===== config.mk =====
export PLATFORM = sky130hd
export DESIGN_NAME = alarm_multi_ctrl
export DESIGN_NICKNAME = d
export VERILOG_FILES = /design/src/rtl/alarm_multi_ctrl.sv
export SDC_FILE = /design/constraint.sdc
export NUM_CORES = 1
export LEC_CHECK = 0
export ABC_AREA = 1
export CAP_MARGIN = 20
export CORE_ASPECT_RATIO = 0.9
export CORE_MARGIN = 2
export CORE_UTILIZATION = 30
export CTS_CLUSTER_DIAMETER = 200
export CTS_CLUSTER_SIZE = 40
export DETAILED_ROUTE_END_ITERATION = 8
export GPL_TIMING_DRIVEN = 1
export PLACE_DENSITY_LB_ADDON = 0.3
export SLEW_MARGIN = 10
export SYNTH_ARGS = -nofsm -noshare
export SYNTH_HDL_FRONTEND = slang
export SYNTH_SLANG_ARGS = --single-unit

===== constraint.sdc =====
create_clock -name CLK -period 4.25 [get_ports CLK]
set_input_delay 0.85 -clock CLK [delete_from_list [all_inputs] [get_ports CLK]]
set_output_delay 0.85 -clock CLK [all_outputs]
set_load 0.02 [all_outputs]

===== src/rtl/alarm_multi_ctrl.sv =====
`default_nettype none
// ============================================================================
// Module   : alarm_multi_ctrl
// Brief    : N-channel alarm compare/ring/snooze controller. The optional macro
//            ALARM_AUTO_SNOOZE_EN turns a ring timeout into an automatic snooze.
// Revision : 1.0 - initial release
// ============================================================================

module alarm_multi_ctrl #(
    parameter int N_ALARMS      = 4,
    parameter int TIME_W        = 17,
    parameter int RING_CYCLES   = 6000000,
    parameter int SNOOZE_CYCLES = 30000000,
    parameter int MAX_SNOOZE    = 3,
    localparam int ID_W         = (N_ALARMS > 1) ? $clog2(N_ALARMS) : 1
) (
    input  logic                         CLK,
    input  logic                         RESETN,
    input  logic [N_ALARMS-1:0]          ALARM_ENABLE,
    input  logic [TIME_W-1:0]            CURRENT_TIME,
    input  logic [N_ALARMS*TIME_W-1:0]   ALARM_TIME,
    input  logic                         SNOOZE,
    input  logic                         STOP,
    output logic [N_ALARMS-1:0]          ALARM_ACTIVE,
    output logic                         ALARM_DOING,
    output logic [ID_W-1:0]              ALARM_ID,
    output logic                         SNOOZE_PENDING
);

    localparam int c_max_cyc = (RING_CYCLES > SNOOZE_CYCLES) ? RING_CYCLES : SNOOZE_CYCLES;
    localparam int c_cnt_w   = (c_max_cyc > 1) ? $clog2(c_max_cyc) : 1;
    localparam int c_snz_w   = (MAX_SNOOZE > 0) ? $clog2(MAX_SNOOZE + 1) : 1;

    localparam logic [c_cnt_w-1:0] c_ring_last = c_cnt_w'(RING_CYCLES - 1);
    localparam logic [c_cnt_w-1:0] c_snz_last  = c_cnt_w'(SNOOZE_CYCLES - 1);
    localparam logic [c_snz_w-1:0] c_max_snz   = c_snz_w'(MAX_SNOOZE);

    typedef enum logic [1:0] {
        ST_IDLE    = 2'd0,
        ST_RINGING = 2'd1,
        ST_SNOOZED = 2'd2
    } state_t;

    logic [N_ALARMS-1:0] w_ringing;
    logic [N_ALARMS-1:0] w_snoozed;
    logic [ID_W-1:0]     w_id;

    generate
        for (genvar gi = 0; gi < N_ALARMS; gi++) begin : g_ch
            state_t               r_state;
            logic [c_cnt_w-1:0]   r_cnt;
            logic [c_snz_w-1:0]   r_snz;
            logic                 r_hit_d;
            logic                 w_hit;
            logic                 w_trig;
            logic                 w_snz_ok;

            assign w_hit    = ALARM_ENABLE[gi] && (CURRENT_TIME == ALARM_TIME[gi*TIME_W +: TIME_W]);
            assign w_trig   = w_hit && !r_hit_d;
            assign w_snz_ok = (r_snz < c_max_snz);

            // Disable outranks every button and timer; one counter serves both timed states.
            always_ff @(posedge CLK) begin
                if (!RESETN) begin
                    r_state <= ST_IDLE;
                    r_cnt   <= '0;
                    r_snz   <= '0;
                    r_hit_d <= 1'b0;
                end else begin
                    r_hit_d <= w_hit;
                    if (!ALARM_ENABLE[gi]) begin
                        r_state <= ST_IDLE;
                        r_cnt   <= '0;
                        r_snz   <= '0;
                    end else begin
                        case (r_state)
                            ST_IDLE: begin
                                if (w_trig) begin
                                    r_state <= ST_RINGING;
                                    r_cnt   <= '0;
                                    r_snz   <= '0;
                                end
                            end
                            ST_RINGING: begin
                                if (STOP) begin
                                    r_state <= ST_IDLE;
                                    r_cnt   <= '0;
                                end else if (SNOOZE && w_snz_ok) begin
                                    r_state <= ST_SNOOZED;
                                    r_snz   <= r_snz + 1'b1;
                                    r_cnt   <= '0;
                                end else if (r_cnt == c_ring_last) begin
                                    r_cnt   <= '0;
`ifdef ALARM_AUTO_SNOOZE_EN
                                    if (w_snz_ok) begin
                                        r_state <= ST_SNOOZED;
                                        r_snz   <= r_snz + 1'b1;
                                    end else begin
                                        r_state <= ST_IDLE;
                                    end
`else
                                    r_state <= ST_IDLE;
`endif
                                end else begin
                                    r_cnt <= r_cnt + 1'b1;
                                end
                            end
                            ST_SNOOZED: begin
                                if (STOP) begin
                                    r_state <= ST_IDLE;
                                    r_cnt   <= '0;
                                end else if (r_cnt == c_snz_last) begin
                                    r_state <= ST_RINGING;
                                    r_cnt   <= '0;
                                end else begin
                                    r_cnt <= r_cnt + 1'b1;
                                end
                            end
                            default: begin
                                r_state <= ST_IDLE;
                                r_cnt   <= '0;
                                r_snz   <= '0;
                            end
                        endcase
                    end
                end
            end

            assign w_ringing[gi] = (r_state == ST_RINGING);
            assign w_snoozed[gi] = (r_state == ST_SNOOZED);
        end
    endgenerate

    // Scan downward so the lowest ringing index wins.
    always_comb begin
        w_id = '0;
        for (int i = N_ALARMS - 1; i >= 0; i--) begin
            if (w_ringing[i]) w_id = ID_W'(i);
        end
    end

    assign ALARM_ACTIVE   = w_ringing;
    assign ALARM_DOING    = |w_ringing;
    assign ALARM_ID       = w_id;
    assign SNOOZE_PENDING = |w_snoozed;

endmodule

`default_nettype wire


[Word-level counts from Yosys, hierarchy flattened]
Cells that the tools add are included.
Cells by class
  add/subtract/negate cells: 8
  multipliers: 0
  divide/modulo/power cells: 0
  magnitude comparators: 4
  equal/unequal tests: 40
  shifts and indexed selects: 0
  multiplexer cells: 76
  bitwise logic cells: 4
  reductions and logical operators: 34
Operators by type and width (number)
  2-to-1 mux 25 bit: 24
  case mux 25 bit (3 select lines): 4
  adder 25 x 1 -> 25 bit, second input constant: 4
  == test 25 x 23 -> 1 bit, second input constant: 4
  == test 25 bit, second input constant: 4
  2-to-1 mux 2 bit: 40
  == test 17 bit: 4
  case mux 2 bit (3 select lines): 8
  != test 2 bit, second input constant: 8
  != test 4 x 2 -> 1 bit, second input constant: 4
  AND reduction 4 bit: 4
  logical AND 1 bit: 12
  != test 3 x 2 -> 1 bit, second input constant: 4
  AND reduction 3 bit: 4
  adder 2 x 1 -> 2 bit, second input constant: 4
  == test 2 x 1 -> 1 bit, second input constant: 4
  == test 2 bit, second input constant: 4
  logical NOT 2 bit: 4
  < comparator 2 bit, second input constant: 4
  != test 2 x 1 -> 1 bit, second input constant: 4
  AND reduction 2 bit: 4
  OR reduction 4 bit: 2
  logical NOT 1 bit: 4
  NOT 1 bit: 4
Word-level totals
  register bits after elaboration: 120
  latch bits: 0
  memory bits (writable): 0
  memory bits (read-only): 0
  bits of input ports: 93
  output and inout bits: 8
  word-level logic and storage cells: 182
  memories: 0

[Logic depth before layout (Yosys ltp)]
Gate-level depths: netlist of run 1.
  depth after elaboration: 5
  gate-level depth with buffers: 15
  gate-level depth less buffers: 13

[Least setup slack after synthesis of run 1]
OpenSTA, ideal clock, no wires.
  path type: register -> output
  from: register g_ch[3].r_state[1]
  to: output ALARM_ID[1]
  arrival: 1.470 ns
  required time: 3.400 ns
  slack: 1.930 ns
  cell stages (with the launch flop): 5
  path buffers: 0
  path through: dfxtp_1 > inv_1 > ha_1 > inv_1 > a211oi_1
Between the ends
  longest elaborated chain between the ends: 5
RTL lines
  start, declared: RTL line 50  | state_t r_state;
  start signal, assigned: RTL line 65  | r_state <= ST_IDLE;
  start signal, assigned: RTL line 72  | r_state <= ST_IDLE;
  start signal, assigned: RTL line 79  | r_state <= ST_RINGING;
  == test 2 x 1 -> 1 bit: RTL line 129  | assign w_ringing[gi] = (r_state == ST_RINGING);
  named net ALARM_ACTIVE[3]: RTL line 24  | output logic [N_ALARMS-1:0] ALARM_ACTIVE,
  2-to-1 mux 2 bit (4 in series): RTL line 138  | if (w_ringing[i]) w_id = ID_W'(i);
  end, declared: RTL line 26  | output logic [ID_W-1:0] ALARM_ID,
The timed path passes the listed nets, and every way through them passes these cells.

[Worst setup path in the final report of run 1]
  from: register g_ch[3].r_state[1]
  to: output ALARM_ID[1]
Between the ends
  longest elaborated chain between the ends: 5
RTL lines (RTL line)
  == test 2 x 1 -> 1 bit: 129
  2-to-1 mux 2 bit (4 in series): 138
Every way passes these cells.

==> results of run 1 <==
## synth_stat cells (8+ instances only)
cell and number:
nor3_1 59, nand2_1 537, nor4_1 13, buf_2 8, ha_1 24, nand2_2 9, buf_6 8, clkbuf_1 8
nand3b_1 9, a21oi_1 70, nand3_1 145, nand4_1 39, inv_1 270, dfxtp_1 120, o21ai_0 28, nor2_1 294
inv_2 17
## where the power goes
part | total [mW] | internal [mW] | switching (mW)
clock | 1.63 | 1.04 | 0.583
combinational | 0.311 | 0.135 | 0.176
sequential | 1.12 | 1.12 | 0.0000170
## flip-flops by register name (all words and copies together) (netlist names)
name,cells
g_ch.r_cnt,100
g_ch.r_hit_d,4
g_ch.r_snz,8
g_ch.r_state,8
## per-layer routing
layer  track usage (%)  vias to the layer above  routed length, microns
met3              3.19                       45                    1360
met1              24.2                     4726                   14000
met2              29.2                      255                   13400
met5                 0                        -                       0
li1                  -                     5568                       -
met4              6.79                        0                     734
## critical path: cells and delay by family (launching register included)
| family | cells | cell delay (ps) |
|---|---|---|
| buffers and inverters | 3 | 950 |
| AOI/OAI and AO/OA | 1 | 460 |
| DFF | 1 | 330 |
| adders and majority gates | 1 | 300 |
## layout make-up
cell class              instances  area share (%)
repair buffers                104            8.96
well taps                     409            4.45
clock buffers                  18            3.73
diodes                          3          0.0652
multi-input cells            1281            50.6
clock inverters                14            1.95
flip-flops and latches        120            20.9
inverters                     289            9.42
## worst paths after layout
check	endpoint	cells after the start
min	g_ch[0].r_cnt[6]	2
max	ALARM_ID[1]	5
max reg2reg	g_ch[0].r_cnt[20]	10
min reg2reg	g_ch[0].r_cnt[6]	2
## logic make-up after synthesis
group,share of synthesized area (%)
simple gates,50.0
buf+inv,13.8
flops,25.2
compound gates,6.77
fa+ha+maj,3.15
xor+xnor,1.10
## per-stage QoR
stage | utilization, % | instances | setup WS (ps) | hold WS (ps)
finish | 37.1 | 2238 | 928 | 492
global route | 37.1 | 2238 | 845 | 513
CTS | 37.0 | 2235 | 928 | 495
detailed placement | 34.9 | 2203 | 772 | 477
global placement | 34.9 | 2203 | 786 | 482
floorplan | - | 1723 | 1930 | 452
==> flow_metrics.py, run 1 <==
metrics = {
    "run_status": {
        "status": "finished, final reports clean",
    },
    "floorplan": {
        "top_level_ports": 101,
        "die_area_sq_mm": 0.0332,
        "floorplan.die.width_microns": 192,
        "core-area_sq_mm": 0.0311,
        "y_dimension_of_the_die_microns": 173,
        "number_of_cell_rows": 61,
        "start_util_pct": 30.7,
    },
    "layout": {
        "layout.nets": 1930,
        "area_of_combinational_cells_with_multiple_inputs_sq_mm": 0.00582,
        "fill_cells": 3361,
        "finalInstanceArea_sq_mm": 0.0115,
        "seqCellArea_sq_mm": 0.00240,
        "most_used_cells_in_the_layout_excluding_fill_and_tap_cells": "537 x nand2_1, 294 x nor2_1, 270 x inv_1",
        "synthesis_to_layout_area_growth_pct": 20.7,
        "final_layout_size_suffix_gt1_share_pct": 4.16,
        "layout_commonest_cell": "nand2_1",
    },
    "grt": {
        "global_route.usage.total_pct": 18.2,
        "grt_max_degree": 46,
        "grt_first_pass_wirelength_mm": 48.8,
        "via_count_of_the_first_global_routing_pass": 9937,
        "antenna_found_initial": 3,
        "grt-ovfl-total": 0,
    },
    "cts": {
        "insertion_delay_ps": 430,
        "cts_repair_resize_count": 0,
        "cts_max_path_buffers": 2,
        "cts.root.buffer_cell": "clkbuf_16",
        "cts_post_setup_buffers_inserted": 0,
        "clock_sink_count": 120,
        "tritoncts.num_buffers": 17,
        "clkSlewWorstSetupHoldPaths_ps": 60,
        "cts_tree": "yes",
        "htree_num_levels": 4,
        "post_cts_hold_buffer_count": 0,
    },
    "timing": {
        "final-max-slew-violation-count": 0,
        "timing.final.crit_share_pct": 78.2,
        "timing_worst_slew_pin_value_ps": 860,
        "unrepaired_setup_endpoints_after_global_routing": "false",
        "period_needed_ps": 3320,
        "worst_clock_skew_ps": 6.15,
        "count_of_final_hold_check_violations": 0,
        "total_setup_violations_reported_at_the_end_of_the_flow": 0,
        "timing.slew.headroom_pct": 42.6,
        "fin_tns_setup_ps": 0,
        "max_freq_ghz": 0.301,
    },
    "placement": {
        "number_of_buffer_cells_added_on_primary_ports": 100,
        "placed_cell_area_sq_mm": 0.0108,
        "placer_s_final_routability_congestion_estimate": 0.946,
        "detailedPlacementHpwl_mm": 22.9,
    },
    "synthesis": {
        "yosys_warning_total": 0,
        "yosys.area.top_type": "dfxtp_1",
        "synth-seq-area-share_pct": 25.2,
        "syn_nets": 1840,
        "ys_seq_elements": 120,
        "syn-mean-instance-area_sq_um": 5.54,
        "syn_area_sq_mm": 0.00954,
        "netlist.area_leader.share_pct": 25.2,
        "synthesis.instances": 1723,
        "netlist-cell-type-count": 43,
        "synth_top_flop_cell": "dfxtp_1",
        "async_reset_ff_share_pct": 0,
        "dominant_cells_by_area_after_synthesis": "dfxtp_1 25%, nand2_1 21%, nor2_1 12%",
        "synth-edff-count": 0,
    },
    "critical_path": {
        "startpoint_type": "flip-flop",
        "r2r_start": "g_ch[0].r_state[1]",
        "cp_common_cell": "inv_1",
        "crit_required_ps": 3400,
        "timing.reg2reg.setup_slack_ps": 1910,
        "setup.worst_path.end_class": "output pin",
        "worst_path_max_delay_cell": "clkdlybuf4s50_1",
        "critical_path.max_fanout": 6,
        "cp_max_stage_delay_ps": 700,
        "worstPathCellList": "inv_1, ha_1, inv_1, a211oi_1, clkdlybuf4s50_1",
        "cp_data_arrival_time_ps": 2470,
        "worstSetupStartpoint": "g_ch[3].r_state[1]",
        "crit_type": "flip-flop to output pin",
    },
    "routing": {
        "initialDrtViolationCount": 778,
        "drt.antenna.violating_nets": 0,
        "vias_per_cell": 4.73,
        "drc": 0,
        "route.final.wire_length_mm": 29.5,
        "detailedRoute.firstPassIterationCount": 5,
        "via_count": 10594,
        "post_drt_wl_per_cell_microns": 13.2,
    },
    "pwr": {
        "p_per_area_mw_per_mm2": 266,
        "peakVddDrop_mv": 0.279,
        "post-layout-total-power_mw": 3.06,
        "power.static_leakage_nw": 5.05,
    },
    "job": {
        "drv_cap": 0,
    },
    "hold_path": {
        "hp-class": "flip-flop to flip-flop",
        "hp-start": "g_ch[0].r_cnt[6]",
    },
}
(Power assumes the default switching activity.)
==> run 2, diff against run 1 <==
==> constraint.sdc (replaced) <==
create_clock -name CLK -period 3.05 [get_ports CLK]
set_input_delay 0.61 -clock CLK [delete_from_list [all_inputs] [get_ports CLK]]
set_output_delay 0.61 -clock CLK [all_outputs]
set_load 0.02 [all_outputs]
==> run 2 against run 1 <==
Final area grew 1.4%. Die area is the same. Critical path depth shrank 1. Critical endpoint is now ALARM_ID[0]. Sequential power grew 40%. Clock power grew 26%. Clock skew grew 3.2 ps. Worst setup slack lost 790 ps.
==> flow_metrics.py, run 2 (same netlist as run 1, synthesis figures left out) <==
metrics = {
    "critical_path": {
        "setup.worst_path.end_class": "output pin",
        "cp_data_arrival_time_ps": 2300,
        "startpoint_type": "flip-flop",
        "crit_required_ps": 2440,
        "worstSetupStartpoint": "g_ch[1].r_state[0]",
        "crit_type": "flip-flop to output pin",
        "critical_path.max_fanout": 6,
        "r2r_start": "g_ch[0].r_state[1]",
    },
    "routing": {
        "route.final.wire_length_mm": 29.2,
        "initialDrtViolationCount": 630,
        "post_drt_wl_per_cell_microns": 12.9,
        "vias_per_cell": 4.72,
        "via_count": 10633,
        "drt.antenna.violating_nets": 0,
        "detailedRoute.firstPassIterationCount": 5,
        "drc": 0,
    },
    "floorplan": {
        "core-area_sq_mm": 0.0311,
        "y_dimension_of_the_die_microns": 173,
        "start_util_pct": 30.7,
        "die_area_sq_mm": 0.0332,
        "top_level_ports": 101,
        "floorplan.die.width_microns": 192,
        "number_of_cell_rows": 61,
    },
    "timing": {
        "finalHoldWorstSlack_ps": 492,
        "count_of_final_hold_check_violations": 0,
        "fin_ws_ps": 138,
        "timing.final.crit_share_pct": 95.5,
        "timing.slew.headroom_pct": 46.4,
        "period_needed_ps": 2910,
        "total_setup_violations_reported_at_the_end_of_the_flow": 0,
        "max_freq_ghz": 0.343,
        "unrepaired_setup_endpoints_after_global_routing": "false",
        "timing_worst_slew_pin_value_ps": 799,
        "final-max-slew-violation-count": 0,
        "worst_clock_skew_ps": 9.40,
        "fin_tns_setup_ps": 0,
    },
    "cts": {
        "post_cts_hold_buffer_count": 0,
        "cts_max_path_buffers": 2,
        "htree_num_levels": 4,
        "clock_sink_count": 120,
        "tritoncts.num_buffers": 17,
        "cts_tree": "yes",
        "clkSlewWorstSetupHoldPaths_ps": 50,
        "cts_post_setup_buffers_inserted": 0,
        "insertion_delay_ps": 420,
        "cts.root.buffer_cell": "clkbuf_16",
    },
    "grt": {
        "antenna_found_initial": 1,
        "grt_max_degree": 32,
        "grt-ovfl-total": 0,
        "grt_first_pass_wirelength_mm": 48.8,
        "via_count_of_the_first_global_routing_pass": 10143,
        "global_route.usage.total_pct": 18.0,
    },
    "pwr": {
        "peakVddDrop_mv": 0.374,
        "p_per_area_mw_per_mm2": 349,
        "power.static_leakage_nw": 5.15,
    },
    "job": {
        "drv_cap": 0,
    },
    "layout": {
        "synthesis_to_layout_area_growth_pct": 22.3,
        "final_layout_size_suffix_gt1_share_pct": 4.94,
        "largest_register_ff_count": 100,
        "most_used_cells_in_the_layout_excluding_fill_and_tap_cells": "537 x nand2_1, 294 x nor2_1, 270 x inv_1",
        "layout.nets": 1946,
        "largest-register": "g_ch.r_cnt",
        "layout_commonest_cell": "nand2_1",
        "reg_top3": "g_ch.r_cnt (100), g_ch.r_snz (8), g_ch.r_state (8)",
    },
    "run_status": {
        "status": "finished, final reports clean",
    },
    "hold_path": {
        "hp-class": "flip-flop to flip-flop",
        "hp-start": "g_ch[0].r_cnt[0]",
    },
    "placement": {
        "placer_s_final_routability_congestion_estimate": 0.990,
        "dpl_worst_slack_ps": 149,
        "detailedPlacementHpwl_mm": 22.9,
        "number_of_buffer_cells_added_on_primary_ports": 100,
    },
}
==> run 2: what timing repair did <==
item                                    in CTS  in global routing
endpoints found under the setup margin       1                  0
gates resized for setup                      1                  0
hold endpoints to repair                     0                  0
==> run 2: critical path: stages, from the launching register on <==
cell             delay, ps
dfxtp_1                390
ha_1                   410
inv_1                  180
a21oi_1                250
clkdlybuf4s50_1        650
==> run 2: metrics by stage <==
| step | instance area [sq um] | utilization [%] | instances | total power, mW |
|---|---|---|---|---|
| 3_3_place_gp | 11100 | 35.6 | 2219 | 2.04 |
| 3_5_place_dp | 11100 | 35.6 | 2219 | 2.04 |
| 5_1_grt | 11700 | 37.6 | 2252 | 4.22 |
| 4_1_cts | 11700 | 37.5 | 2251 | 4.11 |
| 6_report | 11700 | 37.6 | 2252 | 4.07 |
| 2_1_floorplan | 9540 | - | 1723 | 1.81 |
==> run 2: layer usage <==
metal  global-route usage [%]  share of wire [%]
met4                     6.28                2.4
met3                     3.19                4.6
met5                        0                  0
met1                     23.2                 47
met2                     29.9                 46
==> run 2: worst paths after layout <==
kind	to	slack, ps	cells after the start
worst max-delay path	ALARM_ID[0]	140	4
worst min register to register	g_ch[0].r_cnt[0]	490	2
worst max register to register	g_ch[0].r_cnt[24]	920	11
worst min-delay path	g_ch[0].r_cnt[0]	490	2
==> run 2: area by class of cell <==
type	instances	area [sq um]
Antenna cell	1	2.50
Clock buffer	22	464
Clock inverter	10	125
Fill cell	3327	19400
Inverter	289	1080
Multi-Input combinational cell	1281	5820
Sequential cell	120	2400
Tap cell	409	512
Timing Repair Buffer	120	1250
==> run 2: report_power, final <==
group / switching [mW] / internal [mW] / total, mW / leakage, nW
Sequential: 0.0000236 / 1.57 / 1.57 / 0.966
Clock: 0.742 / 1.32 / 2.06 / 0.297
Combinational: 0.246 / 0.196 / 0.443 / 3.88
Total: 0.989 / 3.08 / 4.07 / 5.15
